--- config.mk ---
export PLATFORM = sky130hd
export DESIGN_NAME = f_fetch_stage
export DESIGN_NICKNAME = d
export VERILOG_FILES = /design/src/rtl/f_fetch_stage.sv
export SDC_FILE = /design/constraint.sdc
export NUM_CORES = 1
export LEC_CHECK = 0
export CAP_MARGIN = 30
export CORE_MARGIN = 3
export CORE_UTILIZATION = 38
export DETAILED_ROUTE_END_ITERATION = 8
export PLACE_DENSITY = 0.95
export RECOVER_POWER = 50
export SLEW_MARGIN = 25
export SYNTH_ARGS = -nofsm -noshare
export SYNTH_HDL_FRONTEND = slang
export SYNTH_SLANG_ARGS = --single-unit
--- constraint.sdc ---
create_clock -name clk -period 6.8 [get_ports clk]
set_clock_uncertainty 0.1 [all_clocks]
set_input_delay 1.36 -clock clk [delete_from_list [all_inputs] [get_ports clk]]
set_output_delay 1.36 -clock clk [all_outputs]
set_load 0.05 [all_outputs]
--- src/rtl/f_fetch_stage.sv ---
// Fetch stage of the 5-stage MIPS pipeline: owns the PC, selects the next PC
// and flags fetch address errors before the instruction enters F/D.
module f_fetch_stage #(
  parameter logic [31:0] PC_RESET  = 32'h0000_3000,
  parameter logic [31:0] EXC_ENTRY = 32'h0000_4180,
  parameter logic [31:0] IM_BASE   = 32'h0000_3000,
  parameter logic [31:0] IM_TOP    = 32'h0000_6FFC,
  parameter logic [4:0]  EXC_ADEL  = 5'd4
) (
  input  logic        clk,
  input  logic        reset,
  input  logic        F_PC_EN,
  input  logic        Req,
  input  logic        D_eret,
  input  logic [31:0] EPC,
  input  logic        D_is_jump,
  input  logic        D_jump_taken,
  input  logic [31:0] D_jump_target,
  input  logic [31:0] i_inst_rdata,
  output logic [31:0] i_inst_addr,
  output logic [31:0] F_PC,
  output logic [31:0] F_instr,
  output logic        F_BD,
  output logic [4:0]  F_ExcCode
);

  logic [31:0] pc_q, pc_d;
  logic        adel;

  // Req is an asynchronous event from CP0 and must redirect even while stalled.
  always_comb begin
    // NOTE: assign a default before any branch so no path leaves pc_d unassigned (no latch).
    pc_d = pc_q;
    if (Req) begin
      pc_d = EXC_ENTRY;
    end else if (F_PC_EN) begin
      if (D_eret)            pc_d = EPC;
      else if (D_jump_taken) pc_d = D_jump_target;
      else                   pc_d = pc_q + 32'd4;
    end
  end

  always_ff @(posedge clk) begin
    // NOTE: sequential state uses non-blocking assignment so all flops update together.
    if (reset) pc_q <= PC_RESET;
    else       pc_q <= pc_d;
  end

  assign adel = (pc_q[1:0] != 2'b00) || (pc_q < IM_BASE) || (pc_q > IM_TOP);

  // While eret sits in D the current fetch is wrong-path: pass it on as a clean nop.
  always_comb begin
    i_inst_addr = pc_q;
    F_PC        = pc_q;
    F_instr     = i_inst_rdata;
    F_ExcCode   = 5'd0;
    F_BD        = D_is_jump && !D_eret;
    if (D_eret) begin
      F_instr   = 32'd0;
    end else if (adel) begin
      F_instr   = 32'd0;
      F_ExcCode = EXC_ADEL;
    end
  end

endmodule

==> results of run 1 <==
==> placed cells by master, fill, tap and decap left out, types with 4 or more instances in the layout <==
cell             instances
clkdlybuf4s50_1        135
inv_1                    8
conb_1                   4
or4_1                    4
o21ai_0                 24
and3_1                  38
nand4_1                  4
nand3_1                 11
a31oi_1                  4
or3_1                    6
clkbuf_8                 7
a21oi_1                 18
a211oi_1                 6
a32o_1                   4
o22ai_1                  4
a22o_1                   4
nor4_1                   9
dfxtp_1                 32
buf_4                    5
nor2_1                  23
nand2_1                 26
o211ai_1                 6
a22oi_1                 15
nor3_1                   9
dlygate4sd3_1           65
==> kinds of logic after synthesis <==
family	after synthesis	synth area share, %
other	1	0.131
and+or+nand+nor	150	29.1
adders and majority gates	1	0.437
xor gates and xnor gates	2	0.612
DFF	32	22.4
buffers and inverters	77	15.2
AOI/OAI and AO/OA	124	30.7
muxes	4	1.44
==> cell type report <==
cell class,instances,area [um2]
multi-input cells,285,1810
inverters,10,37.5
fillers,621,2550
well taps,99,124
clock buffers,7,96.3
repair buffers,205,2040
flip-flops and latches,32,641
==> worst min path at each step <==
stage,end,cells past startpoint,start
after global placement,F_PC[18]$_SDFFE_PP0P_,2,F_PC[18]$_SDFFE_PP0P_
final,F_PC[18]$_SDFFE_PP0P_,2,F_PC[18]$_SDFFE_PP0P_
after global routing,F_PC[18]$_SDFFE_PP0P_,2,F_PC[18]$_SDFFE_PP0P_
after CTS,F_PC[18]$_SDFFE_PP0P_,2,F_PC[18]$_SDFFE_PP0P_
after floorplan,F_PC[18]$_SDFFE_PP0P_,2,F_PC[18]$_SDFFE_PP0P_
after detailed placement,F_PC[18]$_SDFFE_PP0P_,2,F_PC[18]$_SDFFE_PP0P_
==> metal layers <==
metal	vias up	GRT usage, %	wire length [um]
li1	1744	-	-
met1	1751	32.6	4520
met2	258	43.0	5800
met3	30	4.87	1130
met4	0	9.77	249
met5	-	0	0
==> worst min-delay path, cell delays in order (launching register included) <==
cell and delay [ns]:
dfxtp_1 0.37, nand2_1 0.08, o32ai_1 0.07
==> power breakdown <==
group          switching, mW  internal (mW)
clock                 0.0738         0.0903
combinational          0.177          0.122
sequential            0.0150          0.195
==> impl_metrics.yaml, run 1 <==
power_and_ir_drop:
  power_leakage_nw: 1.92
  p_per_area_mw_per_mm2: 142
  peakVddDrop_mv: 0.0849
  total_power_mw: 0.673
worst_setup_path:
  r2r-end: "F_PC[22]$_SDFFE_PP0P_"
  r2r_slack_ns: 4.29
  critPathSlowestCell: "clkdlybuf4s50_1"
  critical_path.cell_chain: "clkdlybuf4s50_1 > clkinv_1 > and3_1 > clkdlybuf4s50_1"
  path_class: "input port to primary output"
  crit_path_start: "D_eret"
  path_common_cell: "clkdlybuf4s50_1"
  crit_fanout: 33
  worstPathArrival_ns: 3.49
  cp.required_ns: 5.34
  path_depth: 4
  endpoint: "F_instr[0]"
  rr_worst_depth: 6
  start_kind: "input port"
  path_buf_inv: 3
  worst_path_largest_cell_delay_ns: 0.71
  regToRegStartpoint: "F_PC[2]$_SDFFE_PP0P_"
  cp-end-kind: "primary output"
  cp_top_family: "buffers and inverters"
detailed_routing:
  routedWlPerCell_um: 18.3
  vias: 3783
  drc: 0
  finalWirelength_mm: 11.7
  drtAntennaViolNets: 0
  via_per_inst: 5.93
  drt_iter0_markers: 287
  drt_pre_antenna_iters: 5
logic_synthesis:
  ys_ff_latch: 32
  yosysMostFrequentCell: "and3_1"
  synthTopCellsByArea: "dfxtp_1 22%, buf_4 9.4%, and3_1 8.3%"
  synthCells: 391
  synth_top_area_share_pct: 22.4
  ys_types: 64
  yosys.area.top_type: "dfxtp_1"
  seq_area_frac_synth_pct: 22.4
  synth_common_cells: "38 x and3_1, 36 x buf_4, 32 x dfxtp_1, 26 x nand2_1, 25 x clkbuf_1"
  syn_area_mm2: 0.00286
  synthArstFlopShare_pct: 0
  syn_area_per_cell_um2: 7.32
  synth_ff_type: "dfxtp_1"
  synth_edf_count: 0
  yosysWarnings: 0
global_route:
  track_usage_pct: 25.7
  grt-ovfl-total: 0
  grt_max_degree: 46
  antenna_found_initial: 0
  first_global_vias: 3620
  grt_pass1_wl_mm: 18.0
sta:
  setup_tns_ns: 0
  rsz0062_at_grt: "no"
  setup_ws_ns: 1.85
  worst_slew_pin_slew_ns: 0.910
  fin_crit_sh_pct: 72.8
  slew_headroom_pct: 39.2
  maxSlewViolCount: 0
  hold_violations: 0
  min_period_ns: 4.95
  setup_viol: 0
  holdWs_ns: 0.468
  max_freq_ghz: 0.202
job:
  maxCapViolCount: 0
finish:
  largest_reg_flops: 30
  layout-drive-gt1-share_pct: 4.64
  final_area_mm2: 0.00475
  fin_nets: 643
  fin_util_pct: 65.1
  syn_to_final_growth_pct: 65.9
  n_antenna_cell: 0
  final_cells: 638
clock_tree:
  clockRootBuffer: "clkbuf_8"
  clk_pin_slew_ns: 0.07
  cts_buffers: 5
  cts_resized: 0
  worstSkewPairLatency_ns: 0.29
  holdBufCountCts: 0
  tritoncts: "built"
  cts_setup_buffers: 0
  cts.sinks: 32
  ctsHtreeMaxLevel: 2
  cts_max_path_buffers: 2
run_status:
  status: "completed"
die:
  core_area_mm2: 0.00729
  die_w_um: 92.8
  die_y_um: 92.8
  rows: 31
  dieArea_mm2: 0.00861
  start_util_pct: 39.2
  ios: 205
placement:
  placedCellCount: 630
  place_ws_ns: 1.87
  hpwl_mm: 8.75
  gp_congestion: 0.884
  dpl_cell_area_mm2: 0.00464
  port_buffers: 200
worst_hold_path:
  holdCritPathClass: "flip-flop to flip-flop"
Note: power is estimated with default switching activity, not from simulation.
==> run 2: changes to the inputs <==
Settings changed: CORE_UTILIZATION 38 to 32, PLACE_DENSITY 0.95 to 0.87.
Clock period 6.8 ns to 4.3 ns, I/O delays scaled along.
==> run 2 against run 1 <==
Worst setup slack got worse by 1.0 ns. Critical path depth did not move. Sequential share of layout area increased by 0.21 points. Wire length rose by 1.7%. Sequential power increased by 59%. Largest power group unchanged. Via count fell by 2.8%.
==> impl_metrics.yaml, run 2 (synthesis results as in run 1) <==
global_route:
  grt_pass1_wl_mm: 18.5
  first_global_vias: 3551
  use_met2_pct: 37.8
  grt_max_degree: 45
  grt-ovfl-total: 0
  track_usage_pct: 22.6
  grtUsageMet3_pct: 4.78
  busiest_layer: "met2"
  met1_usage_pct: 29.0
  antenna_found_initial: 0
clock_tree:
  cts_max_path_buffers: 2
  clockRootBuffer: "clkbuf_8"
  ctsHtreeMaxLevel: 2
  cts_setup_buffers: 0
  cts_resized: 0
  cts_buffers: 5
  tritoncts: "built"
  holdBufCountCts: 0
  cts.sinks: 32
  worstSkewPairLatency_ns: 0.29
  clk_pin_slew_ns: 0.06
worst_hold_path:
  whs_endpoint: "F_PC[18]$_SDFFE_PP0P_"
  min_from: "F_PC[18]$_SDFFE_PP0P_"
  holdCritPathClass: "flip-flop to flip-flop"
  hold_depth: 2
worst_setup_path:
  rr_worst_depth: 6
  cp_top_family: "buffers and inverters"
  r2r-end: "F_PC[22]$_SDFFE_PP0P_"
  worst_path_largest_cell_delay_ns: 0.56
  cp.required_ns: 3.34
  worstPathArrival_ns: 2.49
  critical_path.cell_chain: "clkdlybuf4s50_1 > clkinv_1 > and3_1 > buf_4"
  cp-end-kind: "primary output"
  crit_fanout: 34
  start_kind: "input port"
  critPathSlowestCell: "clkinv_1"
  path_class: "input port to primary output"
  path_buf_inv: 3
  regToRegStartpoint: "F_PC[2]$_SDFFE_PP0P_"
  r2r_slack_ns: 1.77
placement:
  gp_congestion: 0.955
  hpwl_mm: 8.92
  place_ws_ns: 0.853
  placedCellCount: 639
  port_buffers: 200
job:
  maxCapViolCount: 0
detailed_routing:
  routedWlPerCell_um: 18.4
  drc: 0
  drt_pre_antenna_iters: 6
  drt_iter0_markers: 282
  vias: 3678
  drtAntennaViolNets: 0
  finalWirelength_mm: 11.9
  via_per_inst: 5.69
power_and_ir_drop:
  clkPwrFrac_pct: 24.4
  peakVddDrop_mv: 0.129
  seqPwrFrac_pct: 31.5
  p_sw_mw: 0.416
  netSwitchingFraction_pct: 39.4
  p_per_area_mw_per_mm2: 226
  pwr-share-comb_pct: 44.1
  power.internal_mw: 0.640
  power_leakage_nw: 1.98
sta:
  min_period_ns: 3.45
  setup_ws_ns: 0.852
  hold_violations: 0
  slew_headroom_pct: 39.6
  worst_slew_pin_slew_ns: 0.902
  max_freq_ghz: 0.290
  setup_viol: 0
  setup_tns_ns: 0
  fin_crit_sh_pct: 80.2
  rsz0062_at_grt: "no"
  maxSlewViolCount: 0
finish:
  final_cells: 646
  fin_nets: 645
  n_antenna_cell: 0
  final_cell_mix: "105 x clkdlybuf4s50_1, 61 x dlygate4sd3_1, 40 x buf_4"
  layout-drive-gt1-share_pct: 11.1
  layout_commonest_cell: "clkdlybuf4s50_1"
  syn_to_final_growth_pct: 63.3
  largest_reg_flops: 30
die:
  die_w_um: 101
  start_util_pct: 33.8
  core_area_mm2: 0.00846
  ios: 205
  dieArea_mm2: 0.0101
  rows: 33
  die_y_um: 101
run_status:
  status: "completed"
## run 2: changes by cell type in the layout (fill, tap and decap cells not counted)
| cell | before | now |
|---|---|---|
| nor3_2 | 2 | 3 |
| clkbuf_1 | 0 | 1 |
| buf_4 | 5 | 40 |
| nor3_4 | 1 | 0 |
| clkdlybuf4s50_1 | 135 | 105 |
| dlygate4sd3_1 | 65 | 61 |
## run 2: through the flow
stage / util, % / cell area [um2] / hold slack, ns / power (mW)
2_1_floorplan: - / 2870 / 0.635 / 0.624
3_3_place_gp: 54.1 / 4580 / 0.452 / 0.805
3_5_place_dp: 54.1 / 4580 / 0.468 / 0.812
4_1_cts: 55.3 / 4680 / 0.477 / 1.07
5_1_grt: 55.2 / 4670 / 0.497 / 1.10
6_report: 55.2 / 4670 / 0.468 / 1.06
## run 2: metal layers
layer,part of all wire [%],vias to the layer above
li1,-,1742
met1,40,1708
met2,50,207
met3,9.2,21
met4,1.4,0
met5,0,-
## run 2: area by class of cell
cell class | count | area (um2)
clock buffer | 7 | 96.3
inverter | 10 | 37.5
sequential | 32 | 641
timing repair buffer | 207 | 1970
multi-input combinational | 285 | 1800
tap | 105 | 131
fill | 762 | 3790
## run 2: tightest hold or removal path, cell delays in order, from the launching register on
cell and delay [ns]:
dfxtp_1 0.37, nand2_1 0.08, o32ai_1 0.07
## run 2: power groups by stage
stage          combinational [mW]  sequential (mW)  clock, mW
2_1_floorplan               0.249            0.374          0
3_3_place_gp                0.466            0.339          0
3_5_place_dp                0.471            0.340          0
4_1_cts                     0.473            0.333      0.260
5_1_grt                     0.492            0.336      0.273
6_report                    0.466            0.333      0.258
## run 2: worst max-delay path by stage
stage / endpoint / startpoint / slack, ns / cells after the start
final: F_instr[14] / D_eret / 0.85 / 4
after global routing: F_instr[22] / D_eret / 0.72 / 4
after CTS: F_instr[14] / D_eret / 0.84 / 4
after detailed placement: F_instr[14] / D_eret / 0.85 / 4
after global placement: F_instr[20] / D_eret / 0.91 / 4
after floorplan: F_BD / D_eret / 1.19 / 4
